`config.mk`:
```
export PLATFORM = sky130hd
export DESIGN_NAME = dma_lite_seq
export DESIGN_NICKNAME = d
export VERILOG_FILES = /design/src/rtl/dma_lite_seq.sv
export SDC_FILE = /design/constraint.sdc
export NUM_CORES = 1
export LEC_CHECK = 0
export CAP_MARGIN = 25
export CORE_AREA = 2 2 130 132
export DETAILED_ROUTE_END_ITERATION = 16
export DIE_AREA = 0 0 132 134
export PLACE_DENSITY = 0.76
export SYNTH_ARGS = -nofsm -noshare
export SYNTH_HDL_FRONTEND = slang
export SYNTH_SLANG_ARGS = --single-unit
```
`constraint.sdc`:
```
create_clock -name clk -period 2 [get_ports clk]
set_input_delay 0.2 -clock clk [delete_from_list [all_inputs] [get_ports clk]]
set_output_delay 0.2 -clock clk [all_outputs]
set_load 0.005 [all_outputs]
```
`src/rtl/dma_lite_seq.sv`:
```
// dma_lite_seq: sequences one AXI DMA simple-mode transfer over AXI-Lite.
// Define DMA_IOC_CLEAR_EN to W1C the IOC status bits before done.
module dma_lite_seq #(
  parameter int LEN_W    = 26,
  parameter int POLL_GAP = 16,
  parameter int POLL_MAX = 4096
) (
  input  logic             clk,
  input  logic             rst,
  input  logic             start,
  input  logic [31:0]      src_addr,
  input  logic [31:0]      dst_addr,
  input  logic [LEN_W-1:0] xfer_len,
  output logic             busy,
  output logic             done,
  output logic [1:0]       err_code,
  output logic [31:0]      last_status,
  output logic [9:0]       lite_awaddr,
  output logic [31:0]      lite_wdata,
  output logic             lite_valid,
  input  logic             lite_end,
  output logic [9:0]       lite_araddr,
  output logic             lite_rvalid_req,
  input  logic             lite_rend,
  input  logic [31:0]      lite_rdata
);
  localparam int PW = $clog2(POLL_MAX + 1);
  localparam int GW = $clog2(POLL_GAP + 1);

  typedef enum logic [2:0] {
    IDLE, WRITE, POLL_S2MM, POLL_MM2S, GAP, CLEAR, DONE
  } state_t;

  state_t           state, state_d;
  logic [2:0]       step, step_d;
  logic [PW-1:0]    poll_cnt, poll_cnt_d, poll_inc;
  logic [GW-1:0]    gap_cnt, gap_cnt_d;
  logic             req, req_d;
  logic             gap_mm2s, gap_mm2s_d;
  logic [31:0]      src, src_d, dst, dst_d;
  logic [31:0]      status, status_d;
  logic [LEN_W-1:0] len, len_d;
  logic [1:0]       err, err_d;
  logic [31:0]      len_ext;
  logic             wr_st, rd_st;

  assign len_ext  = 32'(len);
  assign poll_inc = poll_cnt + 1'b1;
  assign wr_st    = (state == WRITE) || (state == CLEAR);
  assign rd_st    = (state == POLL_S2MM) || (state == POLL_MM2S);

  always_ff @(posedge clk) begin
    if (rst) begin
      state    <= IDLE;
      step     <= '0;
      poll_cnt <= '0;
      gap_cnt  <= '0;
      req      <= 1'b0;
      gap_mm2s <= 1'b0;
      src      <= '0;
      dst      <= '0;
      len      <= '0;
      status   <= '0;
      err      <= '0;
    end else begin
      state    <= state_d;
      step     <= step_d;
      poll_cnt <= poll_cnt_d;
      gap_cnt  <= gap_cnt_d;
      req      <= req_d;
      gap_mm2s <= gap_mm2s_d;
      src      <= src_d;
      dst      <= dst_d;
      len      <= len_d;
      status   <= status_d;
      err      <= err_d;
    end
  end

  always_comb begin
    state_d    = state;
    step_d     = step;
    poll_cnt_d = poll_cnt;
    gap_cnt_d  = gap_cnt;
    req_d      = req;
    gap_mm2s_d = gap_mm2s;
    src_d      = src;
    dst_d      = dst;
    len_d      = len;
    status_d   = status;
    err_d      = err;
    case (state)
      IDLE: begin
        if (start) begin
          src_d      = src_addr;
          dst_d      = dst_addr;
          len_d      = xfer_len;
          err_d      = 2'd0;
          step_d     = '0;
          req_d      = 1'b0;
          poll_cnt_d = '0;
          if (xfer_len == '0) begin
            state_d = DONE;
            err_d   = 2'd1;
          end else begin
            state_d = WRITE;
          end
        end
      end
      WRITE, CLEAR: begin
        if (!req) begin
          req_d = 1'b1;
        end else if (lite_end) begin
          req_d  = 1'b0;
          step_d = step + 3'd1;
          if (state == WRITE && step == 3'd5) begin
            state_d    = POLL_S2MM;
            step_d     = '0;
            poll_cnt_d = '0;
          end else if (state == CLEAR && step == 3'd1) begin
            state_d = DONE;
            err_d   = 2'd0;
          end
        end
      end
      POLL_S2MM, POLL_MM2S: begin
        if (!req) begin
          req_d = 1'b1;
        end else if (lite_rend) begin
          req_d    = 1'b0;
          status_d = lite_rdata;
          if (lite_rdata[6:4] != 3'b000) begin
            state_d = DONE;
            err_d   = 2'd2;
          end else if (lite_rdata[1]) begin
            poll_cnt_d = '0;
            if (state == POLL_S2MM) begin
              state_d = POLL_MM2S;
            end else begin
`ifdef DMA_IOC_CLEAR_EN
              state_d = CLEAR;
              step_d  = '0;
`else
              state_d = DONE;
              err_d   = 2'd0;
`endif
            end
          end else if (poll_inc == PW'(POLL_MAX)) begin
            state_d = DONE;
            err_d   = 2'd3;
          end else begin
            poll_cnt_d = poll_inc;
            gap_cnt_d  = '0;
            gap_mm2s_d = (state == POLL_MM2S);
            state_d    = GAP;
          end
        end
      end
      GAP: begin
        if (gap_cnt == GW'(POLL_GAP - 1)) begin
          state_d = gap_mm2s ? POLL_MM2S : POLL_S2MM;
        end else begin
          gap_cnt_d = gap_cnt + 1'b1;
        end
      end
      DONE:    state_d = IDLE;
      default: state_d = IDLE;
    endcase
  end

  // register writes: MM2S/S2MM run bits, then addresses and lengths
  always_comb begin
    lite_awaddr = '0;
    lite_wdata  = '0;
    if (state == WRITE) begin
      case (step)
        3'd0: begin lite_awaddr = 10'h000; lite_wdata = 32'h1; end
        3'd1: begin lite_awaddr = 10'h030; lite_wdata = 32'h1; end
        3'd2: begin lite_awaddr = 10'h048; lite_wdata = dst; end
        3'd3: begin lite_awaddr = 10'h058; lite_wdata = len_ext; end
        3'd4: begin lite_awaddr = 10'h018; lite_wdata = src; end
        default: begin
          lite_awaddr = 10'h028;
          lite_wdata  = len_ext;
        end
      endcase
    end else if (state == CLEAR) begin
      lite_awaddr = step[0] ? 10'h004 : 10'h034;
      lite_wdata  = 32'h0000_1000;
    end
  end

  assign lite_araddr = (state == POLL_MM2S) ? 10'h004 :
                       (state == POLL_S2MM) ? 10'h034 : 10'h000;

  // requests drop in the reset cycle itself, not one cycle later
  assign lite_valid      = req & wr_st & ~rst;
  assign lite_rvalid_req = req & rd_st & ~rst;

  assign busy        = (state != IDLE) && (state != DONE);
  assign done        = (state == DONE);
  assign err_code    = err;
  assign last_status = status;
endmodule

```
==> flow_summary.ini <==
[logic_synthesis]
synthTopCellsByArea = dfxtp_1 44%, nand2_1 15%, a21oi_1 11%
synth.cell_area_mm2 = 0.00675
synth_edf_count = 0
ys.warnings.count = 0
yosysTopAreaCell = dfxtp_1
syn_avg_cell_area_um2 = 7.51
ys_ff_latch = 150
synth_top_area_share_pct = 44.5
synth_cell_types = 52
seq_area_frac_synth_pct = 44.5
postSynthCellCount = 899
synth_top_flop_cell = dfxtp_1
synthArstFlopShare_pct = 0

[sta]
fin_tns_setup_ns = -10.97
period_needed_ns = 2.24
hold_viol_final = 0
period_share_pct = 112
maxSlewHeadroom_pct = 45.0
rsz0062_at_grt = yes
fmax_mhz = 447
worstMarginPinSlew_ns = 0.825
layout_setup_ws_ns = -0.236
whs_ns = 0.320
drv_slew = 0
finalSetupViolations = 65
skew_ns = 0.00923

[outcome]
status = finished with violations
violations = setup timing

[cts]
h-tree-depth = 4
cts_root_buf = clkbuf_16
clk_path_buf_depth = 2
cts_made_buffers = 17
cts_tree = built
cts_hold_buf = 0
insertion_delay_ns = 0.42
cts.sinks = 150
clk_pin_slew_ns = 0.06

[placement]
place_ws_ns = -0.299
port-buffer-count = 204
dpl.hpwl_mm = 14.7
gp_congestion = 0.878
placed_cell_area_mm2 = 0.00956

[layout]
syn2layout_area_growth_pct = 64.1
fin_nets = 1295
final_cell_area_mm2 = 0.0111
mostFrequentLayoutCell = nand2_1
fillers = 1342
drive_gt1_share_pct = 27.6
layout_common_cells = 234 x nand2_1, 165 x clkdlybuf4s50_1, 136 x dfxtp_1, 111 x a21oi_1, 69 x buf_4
fin_util_pct = 68.1

[drt]
drt-total-wl_mm = 24.0
drt_iter0_drc = 598
firstDrtPassIters = 6
routed_via_density = 5.42
route.detailed.drc = 0
num_vias = 7560
final_antenna_net_count = 0
wl_per_cell_um = 17.2

[setup_path]
path_max_fanout = 8
worstPathArrival_ns = 2.51
path_cells = ha_4 > and3_4 > ha_4 > nand2b_4 > a32oi_2 > o21ai_2 > or4_4 > clkbuf_16 > nand2_4 > a21oi_2
cp-end-kind = flip-flop
cp_slowest_cell = or4_4
critPathTopFamily = simple AND/OR/NAND/NOR gates
cp_common_cell = ha_4
critPathMaxStageDelay_ns = 0.58
start_kind = flip-flop
cp.required_ns = 2.28
cp_num_buf_inv = 1
crit_type = flip-flop to flip-flop

[die]
row_count = 47
coreArea_mm2 = 0.0163
fp.dieW_um = 132
dieHeight_um = 134
die-area_mm2 = 0.0177
start_util_pct = 41.5
top_level_ports = 217

[hold_path]
hp-class = input port to flip-flop

[grt]
grt_max_degree = 152
gr-total-overflow = 0
grt_usage_pct = 24.6
antenna_found_initial = 1
grt_pass1_wl_mm = 35.5
grt_pass1_vias = 7022

[pwr]
peakVddDrop_uv = 734
p_leak_nw = 4.07
powerDensity_mw_per_mm2 = 1060

[job]
max_cap_violations = 0
## report_power, final
part	switching [mW]	leakage [nW]	internal, mW	total, mW
combinational	2.61	2.55	2.19	4.80
sequential	0.319	1.23	3.47	3.79
clock	1.33	0.287	1.87	3.20
total	4.26	4.07	7.52	11.8
## worst min-delay path, cell delays in order
cell	delay, ns
buf_4	0.10
inv_1	0.05
buf_4	0.19
o311ai_2	0.09
o31ai_1	0.07
## layout make-up
| type | count | area (µm²) | share of cell area [%] |
|---|---|---|---|
| multi-input combinational | 667 | 4150 | 37.4 |
| sequential | 150 | 3030 | 27.4 |
| timing repair buffer | 310 | 2980 | 26.9 |
| clock buffer | 21 | 480 | 4.33 |
| tap | 220 | 275 | 2.48 |
| clock inverter | 11 | 111 | 1.00 |
| inverter | 14 | 57.6 | 0.519 |
| antenna | 1 | 2.50 | 0.0226 |
## sequential cells by signal, summed over array words and instances (netlist names)
name / flops
dst: 32
err_code: 2
gap_cnt: 5
gap_mm2s: 1
last_status: 32
len: 26
poll_cnt: 13
req: 1
src: 32
state: 3
step: 3
## metal layers
metal | routed length (µm) | global-route usage (%) | vias to the layer above
met4 | 454 | 6.64 | 0
met5 | 0 | 0 | -
met3 | 1850 | 6.65 | 35
met1 | 9860 | 31.1 | 3589
li1 | - | - | 3615
met2 | 11800 | 41.7 | 321
## cell usage after synthesis, types with 2 or more instances
cell,number
nor4_1,9
a31oi_1,3
o21ai_0,13
clkbuf_1,57
a211oi_1,2
and3_1,4
a221oi_1,2
inv_1,13
nor3b_1,3
buf_2,9
a22oi_1,7
nand2_1,270
a32oi_1,2
nand3_1,9
nor3_2,3
and2_1,5
nand4_1,4
nor2b_1,7
buf_4,13
a21oi_1,146
mux2i_1,3
a32o_1,11
o31ai_1,2
dfxtp_1,150
nand2b_1,11
ha_1,8
nor3_1,13
nor2_1,64
or4_1,4
o211ai_1,6
a222oi_1,25
## metrics by stage
| stage | power, mW | instances |
|---|---|---|
| global route | 12.4 | 1394 |
| detailed placement | 7.76 | 1339 |
| finish | 11.8 | 1394 |
| floorplan | 5.91 | 910 |
| global placement | 7.67 | 1339 |
| CTS | 11.2 | 1382 |
## timing repair
action	CTS	global route
endpoints found under the hold margin	0	0
gates resized for setup	205	157
buffers inserted	8	5
cloned	3	6
endpoints found under the setup margin	90	92
pin swaps	60	100
## worst paths after layout
check / slack, ns / cells after the start / start / endpoint
max: -0.24 / 10 / gap_cnt[0] / last_status[18]
min: 0.32 / 5 / rst / poll_cnt[12]
max reg2reg: -0.24 / 10 / gap_cnt[0] / last_status[18]
min reg2reg: 0.46 / 2 / len[17] / len[17]
## logic make-up (layout without fill, tap and decap cells)
logic type / after synthesis / in the layout / synth area share (%)
compound gates: 232 / 232 / 21.5
buf+inv: 93 / 356 / 6.06
other cells: 1 / 13 / 0.0555
mux: 4 / 4 / 0.611
flops: 150 / 150 / 44.5
simple gates: 411 / 411 / 25.8
fa+ha+maj: 8 / 8 / 1.48
(Power assumes the default switching activity.)
